File: config.mk
export PLATFORM = sky130hd
export DESIGN_NAME = keypad_scanner_flat
export DESIGN_NICKNAME = d
export VERILOG_FILES = /design/src/rtl/keypad_scanner_if.sv /design/src/rtl/keypad_scanner.sv /design/src/flat_wrapper.sv
export SDC_FILE = /design/constraint.sdc
export NUM_CORES = 1
export LEC_CHECK = 0
export CORE_MARGIN = 8
export CORE_UTILIZATION = 35
export CTS_CLUSTER_DIAMETER = 120
export DETAILED_ROUTE_END_ITERATION = 10
export PLACE_DENSITY = 0.51
export SYNTH_ARGS = -nofsm -noshare
export SYNTH_HDL_FRONTEND = slang
export SYNTH_SLANG_ARGS = --single-unit
File: constraint.sdc
create_clock -name clk -period 3.4 [get_ports clk]
set_input_delay 0.34 -clock clk [delete_from_list [all_inputs] [get_ports clk]]
set_output_delay 0.34 -clock clk [all_outputs]
set_load 0.05 [all_outputs]
File: src/rtl/keypad_scanner_if.sv
// Keypad pin and key-event bundle between the matrix scanner
// and its consumer (keypad pins on one side, PIN logic on the other).
interface keypad_scanner_if;
    logic [3:0] row_in;
    logic [3:0] col_out;
    logic [3:0] key_code;
    logic       key_valid;
    logic       key_held;

    modport master (
        output row_in,
        input  col_out,
        input  key_code,
        input  key_valid,
        input  key_held
    );

    modport slave (
        input  row_in,
        output col_out,
        output key_code,
        output key_valid,
        output key_held
    );
endinterface

File: src/rtl/keypad_scanner.sv
// 4x4 matrix keypad scanner with debounce; one key_valid pulse
// per physical press, codes BCD 0-9, 'A' for '*', 'B' for '#'.
module keypad_scanner #(
    parameter int SCAN_DIV     = 1000,
    parameter int DEBOUNCE_CNT = 20000
) (
    input  logic            clk,
    input  logic            rst_n,
    keypad_scanner_if.slave kp
);
    localparam int SW = (SCAN_DIV > 1) ? $clog2(SCAN_DIV) : 1;
    localparam int DW = (DEBOUNCE_CNT > 1) ? $clog2(DEBOUNCE_CNT) : 1;
    localparam logic [SW-1:0] SCAN_LAST = SW'(SCAN_DIV - 1);
    localparam logic [DW-1:0] DB_LAST   = DW'(DEBOUNCE_CNT - 1);

    typedef enum logic [1:0] {
        SCAN     = 2'd0,
        DEBOUNCE = 2'd1,
        PRESSED  = 2'd2,
        HELD     = 2'd3
    } state_t;

    state_t        state_q, state_d;
    logic [3:0]    sync1_q;
    logic [3:0]    row_s_q;
    logic [1:0]    col_q, col_d;
    logic [3:0]    col_out_q, col_out_d;
    logic [SW-1:0] scan_q, scan_d;
    logic [DW-1:0] cnt_q, cnt_d;
    logic [3:0]    pat_q, pat_d;
    logic [3:0]    code_q, code_d;
    logic          valid_q, valid_d;
    logic          held_q, held_d;

    logic [1:0]    map_row;
    logic [3:0]    map_code;
    logic          map_ign;

    // Two-flop synchronizer; rows idle high, so flops clear to all ones.
    always_ff @(posedge clk or negedge rst_n) begin
        if (!rst_n) begin
            sync1_q <= 4'hF;
            row_s_q <= 4'hF;
        end else begin
            sync1_q <= kp.row_in;
            row_s_q <= sync1_q;
        end
    end

    // Lowest-index low row wins; row/column then index the keymap.
    always_comb begin
        map_row = 2'd3;
        if (!pat_q[0]) begin
            map_row = 2'd0;
        end else if (!pat_q[1]) begin
            map_row = 2'd1;
        end else if (!pat_q[2]) begin
            map_row = 2'd2;
        end
        map_ign  = 1'b0;
        map_code = 4'h0;
        unique case ({map_row, col_q})
            4'h0:    map_code = 4'h1;
            4'h1:    map_code = 4'h2;
            4'h2:    map_code = 4'h3;
            4'h4:    map_code = 4'h4;
            4'h5:    map_code = 4'h5;
            4'h6:    map_code = 4'h6;
            4'h8:    map_code = 4'h7;
            4'h9:    map_code = 4'h8;
            4'hA:    map_code = 4'h9;
            4'hC:    map_code = 4'hA;
            4'hD:    map_code = 4'h0;
            4'hE:    map_code = 4'hB;
            default: map_ign  = 1'b1;
        endcase
    end

    // Scan / debounce / report / wait-for-release sequencing.
    always_comb begin
        state_d = state_q;
        col_d   = col_q;
        scan_d  = scan_q;
        cnt_d   = cnt_q;
        pat_d   = pat_q;
        code_d  = code_q;
        valid_d = 1'b0;
        held_d  = held_q;
        unique case (state_q)
            SCAN: begin
                if (scan_q == SCAN_LAST) begin
                    scan_d = '0;
                    if (row_s_q != 4'hF) begin
                        pat_d   = row_s_q;
                        cnt_d   = '0;
                        state_d = DEBOUNCE;
                    end else begin
                        col_d = col_q + 2'd1;
                    end
                end else begin
                    scan_d = scan_q + 1'b1;
                end
            end
            DEBOUNCE: begin
                if (row_s_q != pat_q) begin
                    state_d = SCAN;
                    col_d   = col_q + 2'd1;
                    scan_d  = '0;
                end else if (cnt_q == DB_LAST) begin
                    state_d = PRESSED;
                end else begin
                    cnt_d = cnt_q + 1'b1;
                end
            end
            PRESSED: begin
                if (!map_ign) begin
                    code_d  = map_code;
                    valid_d = 1'b1;
                end
                held_d  = 1'b1;
                cnt_d   = '0;
                state_d = HELD;
            end
            HELD: begin
                if (row_s_q != 4'hF) begin
                    cnt_d = '0;
                end else if (cnt_q == DB_LAST) begin
                    held_d  = 1'b0;
                    state_d = SCAN;
                    col_d   = col_q + 2'd1;
                    scan_d  = '0;
                end else begin
                    cnt_d = cnt_q + 1'b1;
                end
            end
            default: begin
                state_d = SCAN;
            end
        endcase
    end

    assign col_out_d = ~(4'b0001 << col_d);

    // State, counters and registered outputs.
    always_ff @(posedge clk or negedge rst_n) begin
        if (!rst_n) begin
            state_q   <= SCAN;
            col_q     <= 2'd0;
            col_out_q <= 4'b1110;
            scan_q    <= '0;
            cnt_q     <= '0;
            pat_q     <= 4'hF;
            code_q    <= 4'h0;
            valid_q   <= 1'b0;
            held_q    <= 1'b0;
        end else begin
            state_q   <= state_d;
            col_q     <= col_d;
            col_out_q <= col_out_d;
            scan_q    <= scan_d;
            cnt_q     <= cnt_d;
            pat_q     <= pat_d;
            code_q    <= code_d;
            valid_q   <= valid_d;
            held_q    <= held_d;
        end
    end

    assign kp.col_out   = col_out_q;
    assign kp.key_code  = code_q;
    assign kp.key_valid = valid_q;
    assign kp.key_held  = held_q;
endmodule

File: src/flat_wrapper.sv
// flat-port wrapper written by rule: the top's interface ports become plain ports
module keypad_scanner_flat 
#(
    parameter int SCAN_DIV     = 1000,
    parameter int DEBOUNCE_CNT = 20000
)
  (clk, rst_n, kp_row_in, kp_col_out, kp_key_code, kp_key_valid, kp_key_held);
  keypad_scanner_if kp_i ();
  input  logic clk;
  input  logic rst_n;
  input wire logic [$bits(kp_i.row_in)-1:0] kp_row_in;
  output wire logic [$bits(kp_i.col_out)-1:0] kp_col_out;
  output wire logic [$bits(kp_i.key_code)-1:0] kp_key_code;
  output wire logic [$bits(kp_i.key_valid)-1:0] kp_key_valid;
  output wire logic [$bits(kp_i.key_held)-1:0] kp_key_held;
  assign kp_i.row_in = kp_row_in;
  assign kp_col_out = kp_i.col_out;
  assign kp_key_code = kp_i.key_code;
  assign kp_key_valid = kp_i.key_valid;
  assign kp_key_held = kp_i.key_held;
  keypad_scanner #(.SCAN_DIV(SCAN_DIV), .DEBOUNCE_CNT(DEBOUNCE_CNT)) u_core (.clk(clk), .rst_n(rst_n), .kp(kp_i));
endmodule
; After elaboration in Yosys (flattened, before gate mapping)
; Cells that the tools add are included.
[word_totals]
out_inout_bits = 10
elab_cells = 85
ff_bits = 51
in_bits = 6
[op_classes]
mux = 33
reduce_logical = 11
add_sub_neg = 3
n_eq_ne = 25
bitwise = 1
shift = 1
[op_table]
columns = op, count
row1 = 15-bit 2-to-1 mux, 5
row2 = 15-bit one-hot mux with 4 select lines, 1
row3 = 4-bit one-hot mux with 11 select lines, 1
row4 = 10-bit 2-to-1 mux, 4
row5 = 10-bit one-hot mux with 3 select lines, 1
row6 = 2-bit 2-to-1 mux, 13
row7 = 4-bit == test (second input constant), 6
row8 = 15-bit by 1-bit adder with 15-bit output (second input constant), 1
row9 = 15-bit == test (second input constant), 1
row10 = 4-bit by 3-bit == test with 1-bit output (second input constant), 3
row11 = 12-bit OR reduction, 1
row12 = 10-bit by 1-bit adder with 10-bit output (second input constant), 1
row13 = 10-bit == test (second input constant), 1
row14 = 3-bit AND reduction, 3
row15 = 2-bit by 1-bit != test with 1-bit output (second input constant), 4
row16 = 2-bit one-hot mux with 4 select lines, 1
row17 = 2-bit one-hot mux with 3 select lines, 1
row18 = 1-bit 2-to-1 mux, 5
row19 = 5-bit AND reduction, 1
row20 = 2-bit == test (second input constant), 2
row21 = 4-bit by 1-bit == test with 1-bit output (second input constant), 1
row22 = 4-bit by 2-bit == test with 1-bit output (second input constant), 1
row23 = 4-bit zero test, 1
row24 = 2-bit != test (second input constant), 2
row25 = 13 further kinds, 13

; Logic depth before layout (Yosys ltp)
; Gate-level depths: netlist of the first run.
[depth]
word_depth = 7
mapped_depth = 8
depth_no_buf = 6

; Least setup slack after synthesis of the first run
; OpenSTA, ideal clock, no wires.
[synth_timing]
kind = reg-to-reg
start = reg u_core.cnt_q[0]
end = reg u_core.cnt_q[3]
required_ns = 3.322
arrival_time_ns = 1.839
setup_ns = 0.078
stages_incl_launch_ff = 8
n_path_buf = 1
synth_period_minus_slack_ns = 1.916
slack_ns = 1.484
cell_sequence = dfrtp_1 -> ha_1 -> and4_1 -> nand4_1 -> clkbuf_1 -> nand4_1 -> or3_2 -> a21oi_1
[synth_via]
elab_chain_len = 4
elab_cells_between_ends = 6
cone_classes = 1 x add/sub / 1 x eq/ne / 4 x mux
[synth_rtl]
columns = item, line_no
row1 = start: declaration, keypad_scanner.sv:29  ; logic [DW-1:0] cnt_q, cnt_d;
row2 = start signal: assignment, keypad_scanner.sv:161  ; cnt_q <= cnt_d;
row3 = 15-bit by 1-bit adder with 15-bit output or 15-bit == test (tied branches), -
row4 = 15-bit 2-to-1 mux (*), "keypad_scanner.sv:109, keypad_scanner.sv:127"
row5 = 15-bit 2-to-1 mux (on tied branches), "keypad_scanner.sv:125, keypad_scanner.sv:105"
row6 = 15-bit one-hot mux with 4 select lines (*), keypad_scanner.sv:89  ; unique case (state_q)
; Every way passes the cells marked *; elsewhere a longest branch is shown, timed or not. The select of a mux whose other input is x is not followed.
; A chain may end at the register's enable or synchronous reset.

; Worst setup path in the final report of the first run
[layout_timing]
start = reg u_core.cnt_q[0]
end = reg u_core.col_q[1]
[layout_via]
elab_chain_len = 4
[layout_rtl]
columns = item, line_no
row1 = 15-bit == test, keypad_scanner.sv:127  ; end else if (cnt_q == DB_LAST) begin
row2 = 2-bit 2-to-1 mux, keypad_scanner.sv:127
row3 = 2-bit 2-to-1 mux, keypad_scanner.sv:125  ; if (row_s_q != 4'hF) begin
row4 = 2-bit one-hot mux with 3 select lines, keypad_scanner.sv:89
row5 = net u_core.col_d[1], keypad_scanner.sv:26  ; logic [1:0] col_q, col_d;
row6 = end signal: assignment, keypad_scanner.sv:158  ; col_q <= col_d;
row7 = end: declaration, keypad_scanner.sv:26
; The timed path passes the listed nets, and every way through them passes these cells.

==> results.json, run 1 <==
{
  "synth_edf_count": 0,
  "grt_pass1_vias": 1976,
  "synthSimpleGateAreaFrac": 0.1876,
  "syn-mean-instance-area_sq_um": 9.834,
  "drv_slew": 0,
  "ios": 16,
  "synth_xor_area_frac": 0.02639,
  "portBuffers": 15,
  "antenna_found_initial": 0,
  "nFillCells": 731,
  "place_congestion": 0.7875,
  "syn_area_sq_um": 2655,
  "synth_flop_cell": "dfrtp_1",
  "dp_slack_ns": 1.140,
  "diodes": 0,
  "synth_seq_area_share": 0.4877,
  "root_buffer": "clkbuf_8",
  "wl_per_cell_microns": 14.15,
  "vias": 2057,
  "grt_max_degree": 45,
  "hold_slack_ns": 0.1984,
  "timing.rr.end": "u_core.col_q[1]",
  "die_area_sq_um": 10630,
  "cp.arrival_ns": 2.46,
  "yosys-top-cells-area": "dfrtp_1 34%, dfstp_2 15%, o21ai_0 4.9%",
  "timing.final.crit_share": 0.6667,
  "synthTopCellsByCount": "36 x dfrtp_1, 26 x o21ai_0, 25 x nand2_1",
  "end_kind": "flop",
  "route.met3.wl_microns": 179,
  "drcViolationCount": 0,
  "final_cells": 383,
  "cts_buffers": 5,
  "post-cts-setup-buffers": 0,
  "hold_viol_final": 0,
  "min_path_type": "in -> async",
  "cap_violations": 0,
  "initial_core_util": 0.3641,
  "yosys_warnings": 0,
  "core_area_sq_um": 7292,
  "clkTransAtPathRegs_ns": 0.09,
  "reg2reg_depth": 7,
  "die_x_microns": 103.1,
  "area_delta_synth_final_pct": 12.72,
  "synth_top_family_by_area": "compound AO/OA/AOI/OAI gates",
  "h-tree-depth": 2,
  "required_ns": 3.60,
  "via_per_inst": 5.371,
  "clk_latency_ns": 0.30,
  "grt_setup_unrepaired": "false",
  "synthMuxAreaShare": 0.04100,
  "final_area_sq_um": 2993,
  "synth_seq_cells": 51,
  "max_slew_margin": 0.2762,
  "row_count": 31,
  "clockBufferDepth": 2,
  "fmax_ghz": 0.4411,
  "synthAdderAreaFrac": 0.02828,
  "wl_met2_microns": 2339,
  "ys_types": 46,
  "highest_layer": "met4",
  "finalSetupViolations": 0,
  "cts_resized": 0,
  "tns_ns": 0,
  "synth-compound-area-share": 0.1942,
  "grt_first_pass_wirelength_microns": 9335,
  "drtAntennaViolNets": 0,
  "fin_nets": 295,
  "drive_gt1_frac": 0.1514,
  "timing.rr.start": "u_core.cnt_q[0]",
  "skew_ns": 0.005720,
  "status": "finished clean",
  "track_usage": 0.1094,
  "firstDrtPassIters": 4,
  "worstMarginPinSlew_ns": 1.076,
  "synth_top_area_frac": 0.3393,
  "synth_top_cell_by_area": "dfrtp_1",
  "die_y_microns": 103.1,
  "cts_tree": "yes",
  "leakagePower_uw": 0.001202,
  "met1Wirelength_microns": 2821,
  "cp-start-kind": "flop",
  "drtIter0Drc": 79,
  "overflow": 0,
  "ys_async_sr_fraction": 1.000,
  "placed_area_sq_um": 2880,
  "dp_hpwl_microns": 3775,
  "synth_cells": 270,
  "wirelength_microns": 5419,
  "cp_max_fo": 11,
  "synth.most_common_cell": "dfrtp_1",
  "ir_drop_uv": 215.6,
  "rrSetupSlack_ns": 1.13,
  "dp_cells": 375,
  "postCtsHoldBufs": 0,
  "cts_sinks": 51,
  "min_period_ns": 2.267,
  "syn-num-nets": 282,
  "path_class": "reg -> reg",
  "fin_ws_ns": 1.133,
  "powerDensity_nw_per_um2": 350.3
}
-- critical path, cell delays in order (launching register included) --
cell,delay [ns]
dfrtp_1,0.42
ha_1,0.24
and4_1,0.24
nand4_1,0.10
buf_4,0.17
nor3_1,0.11
nor3_2,0.48
mux2_2,0.40
-- cells in the final DEF (no fill, tap or decap), drive strengths merged, types with 4 or more instances in the layout --
cell,count
a2111oi,4
a21oi,20
a31oi,10
and4,4
clkbuf,7
clkdlybuf4s50,14
dfrtp,36
dfstp,15
ha,6
inv,9
mux2,7
nand2,25
nand3,11
nand4,8
nor2,19
nor3,6
o21ai,27
or3,7
xnor2,8
-- how the worst max path moves through the flow --
stage | start | endpoint | slack (ns) | cells past startpoint
2_1_floorplan | u_core.cnt_q[0] | u_core.cnt_q[3] | 1.48 | 7
3_3_place_gp | u_core.cnt_q[0] | u_core.col_q[1] | 1.15 | 7
3_5_place_dp | u_core.cnt_q[0] | u_core.col_q[1] | 1.14 | 7
4_1_cts | u_core.cnt_q[0] | u_core.col_q[1] | 1.14 | 7
5_1_grt | u_core.state_q[0] | u_core.cnt_q[12] | 0.96 | 4
6_report | u_core.cnt_q[0] | u_core.col_q[1] | 1.13 | 7
-- layout make-up --
class / count / area, sq um / share of cell area
inverter: 9 / 33.78 / 0.01129
clock inverter: 1 / 5.005 / 0.001672
multi-input combinational: 199 / 1267 / 0.4235
timing repair buffer: 17 / 160.2 / 0.05351
clock buffer: 7 / 107.6 / 0.03595
sequential: 51 / 1295 / 0.4327
tap: 99 / 123.9 / 0.04139
-- stage by stage --
| stage | power, uW | util |
|---|---|---|
| 2_1_floorplan | 634.1 | - |
| 3_3_place_gp | 653.5 | 0.3950 |
| 3_5_place_dp | 653.5 | 0.3950 |
| 4_1_cts | 1071 | 0.4104 |
| 5_1_grt | 1093 | 0.4104 |
| 6_report | 1048 | 0.4104 |
-- where the power goes --
part | total [uW] | switching (uW) | internal [uW]
Sequential | 619 | 3.17 | 615
Combinational | 22.7 | 15.4 | 7.27
Clock | 407 | 198 | 209
-- cell families (layout without fill, tap and decap cells) --
family                     count (synthesis)  after routing
AOI/OAI and AO/OA                         80             80
xor gates and xnor gates                   8              8
adders and majority gates                  6              6
buffers and inverters                     20             34
DFF                                       51             51
muxes                                     10             10
and+or+nand+nor                           95             95
-- routing by layer --
layer	GRT usage	vias to the layer above
met2	0.1653	28
met5	0	-
met4	0.04449	0
met3	0.02093	5
li1	-	1028
met1	0.1496	996
-- registers in the layout (all words and copies together) (netlist names), named ones only --
signal,count
u_core.scan_q,10
u_core.state_q,1
u_core.kp.key_valid,1
u_core.sync1_q,4
u_core.col_q,2
u_core.kp.key_held,1
u_core.kp.col_out,4
u_core.pat_q,4
u_core.row_s_q,4
u_core.kp.key_code,4
u_core.cnt_q,15
No activity file was read; power rests on OpenSTA's default activity.
==> inputs of run 2 (changes only) <==
clock period = 2.3 ns   (was 3.4 ns; I/O delays follow)
==> results.json, run 2 (synthesized netlist as in run 1, its figures left out) <==
{
  "cts_buffers": 5,
  "timing.rr.end": "u_core.cnt_q[2]",
  "core_area_sq_um": 7292,
  "final_area_sq_um": 3047,
  "max_slew_margin": 0.5477,
  "overflow": 0,
  "largest_reg_flops": 15,
  "final_common_cell": "dfrtp_1",
  "fmax_ghz": 0.4665,
  "status": "finished clean",
  "path_class": "reg -> reg",
  "drive_gt1_frac": 0.1781,
  "drv_slew": 0,
  "root_buffer": "clkbuf_8",
  "ir_drop_uv": 243.2,
  "die_area_sq_um": 10630,
  "clk_latency_ns": 0.31,
  "top_register": "u_core.cnt_q",
  "placed_area_sq_um": 2940,
  "drtAntennaViolNets": 0,
  "reg2reg_depth": 5,
  "cts_sinks": 51,
  "grt_first_pass_wirelength_microns": 10270,
  "endpoint": "u_core.cnt_q[2]",
  "area_delta_synth_final_pct": 14.75,
  "drcViolationCount": 0,
  "timing.rr.start": "u_core.scan_q[3]",
  "finalSetupViolations": 0,
  "hold_viol_final": 0,
  "layout_common_cells": "36 x dfrtp_1, 26 x o21ai_0, 25 x nand2_1, 19 x nor2_1, 19 x a21oi_1",
  "grt_pass1_vias": 2042,
  "cp.arrival_ns": 2.38,
  "via_per_inst": 5.317,
  "nFillCells": 752,
  "clockBufferDepth": 2,
  "cp-start-kind": "flop",
  "die_x_microns": 103.1,
  "fin_nets": 303,
  "dp_hpwl_microns": 3997,
  "portBuffers": 15,
  "tns_ns": 0,
  "clkTransAtPathRegs_ns": 0.10,
  "min_path_type": "in -> async",
  "firstDrtPassIters": 4,
  "worstMarginPinSlew_ns": 0.6784,
  "rrSetupSlack_ns": 0.16,
  "power_uw": 1512,
  "die_y_microns": 103.1,
  "worstSetupStartpoint": "u_core.scan_q[3]",
  "skew_ns": 0.004064,
  "required_ns": 2.54,
  "wirelength_microns": 5680,
  "vias": 2079,
  "track_usage": 0.1227,
  "timing.final.crit_share": 0.9321,
  "cap_violations": 0,
  "antenna_found_initial": 0,
  "largestRegisters": "u_core.cnt_q x15, u_core.scan_q x10",
  "wl_per_cell_microns": 14.53,
  "diodes": 0,
  "drtIter0Drc": 145,
  "dp_slack_ns": 0.1352,
  "cts_tree": "yes",
  "post-cts-setup-buffers": 0,
  "end_kind": "flop",
  "fin_ws_ns": 0.1562,
  "row_count": 31,
  "grt_setup_unrepaired": "false",
  "leakagePower_uw": 0.001238,
  "finalCoreUtilization": 0.4178,
  "cp_max_fo": 13,
  "place_congestion": 0.7540,
  "h-tree-depth": 2,
  "powerDensity_nw_per_um2": 496.4,
  "initial_core_util": 0.3641,
  "ios": 16,
  "grt_max_degree": 52,
  "min_period_ns": 2.144
}
[run 2: cell types whose count changed in the layout (fill, tap and decap cells not counted), sizes merged]
cell      previous run  this run
buf                  3        11
clkbuf               7         6
clkinvlp             0         1
[run 2: power by group]
group          switching, uW  total, uW  internal (uW)
sequential              5.06        915            910
combinational           23.0       33.8           10.8
clock                    317        564            246
total                    346       1510           1170
[run 2: timing repair]
action | CTS | global route
hold buffers | 0 | 0
setup endpoints to repair | 0 | 3
resized for setup | 0 | 2
[run 2: critical path: stages (launching register included)]
cell     delay, ns
dfrtp_1       0.47
or3b_4        0.45
o41ai_4       0.34
a21oi_2       0.16
or3_2         0.49
a21oi_1       0.16
[run 2: per-layer routing]
layer / part of all wire / track usage / up-vias
met1: 0.51 / 0.1680 / 1006
met2: 0.45 / 0.1861 / 23
met3: 0.022 / 0.02363 / 6
li1: - / - / 1044
met4: 0.015 / 0.04672 / 0
met5: 0 / 0 / -
[run 2: worst min-delay path by stage]
stage | from | end | slack, ns
after floorplan | rst_n | async pin | -0.07
after global placement | u_core.sync1_q[1] | u_core.row_s_q[1] | 0.35
after detailed placement | u_core.sync1_q[1] | u_core.row_s_q[1] | 0.35
after CTS | rst_n | u_core.scan_q[4] | 0.05
after global routing | rst_n | u_core.scan_q[4] | 0.08
final | rst_n | u_core.scan_q[6] | 0.02
[run 2: final cells by class]
| cell class | count | area, sq um | area share |
|---|---|---|---|
| clock inverters | 2 | 16.27 | 0.005339 |
| clock buffers | 6 | 82.58 | 0.02710 |
| flip-flops and latches | 51 | 1295 | 0.4251 |
| well taps | 99 | 123.9 | 0.04066 |
| repair buffers | 25 | 220.2 | 0.07228 |
| inverters | 9 | 33.78 | 0.01109 |
| multi-input cells | 199 | 1275 | 0.4185 |
[run 2: through the flow]
step,cells,hold slack (ns)
2_1_floorplan,270,-0.06559
3_3_place_gp,383,0.3456
3_5_place_dp,383,0.3472
4_1_cts,391,0.04821
5_1_grt,391,0.07707
6_report,391,0.01988
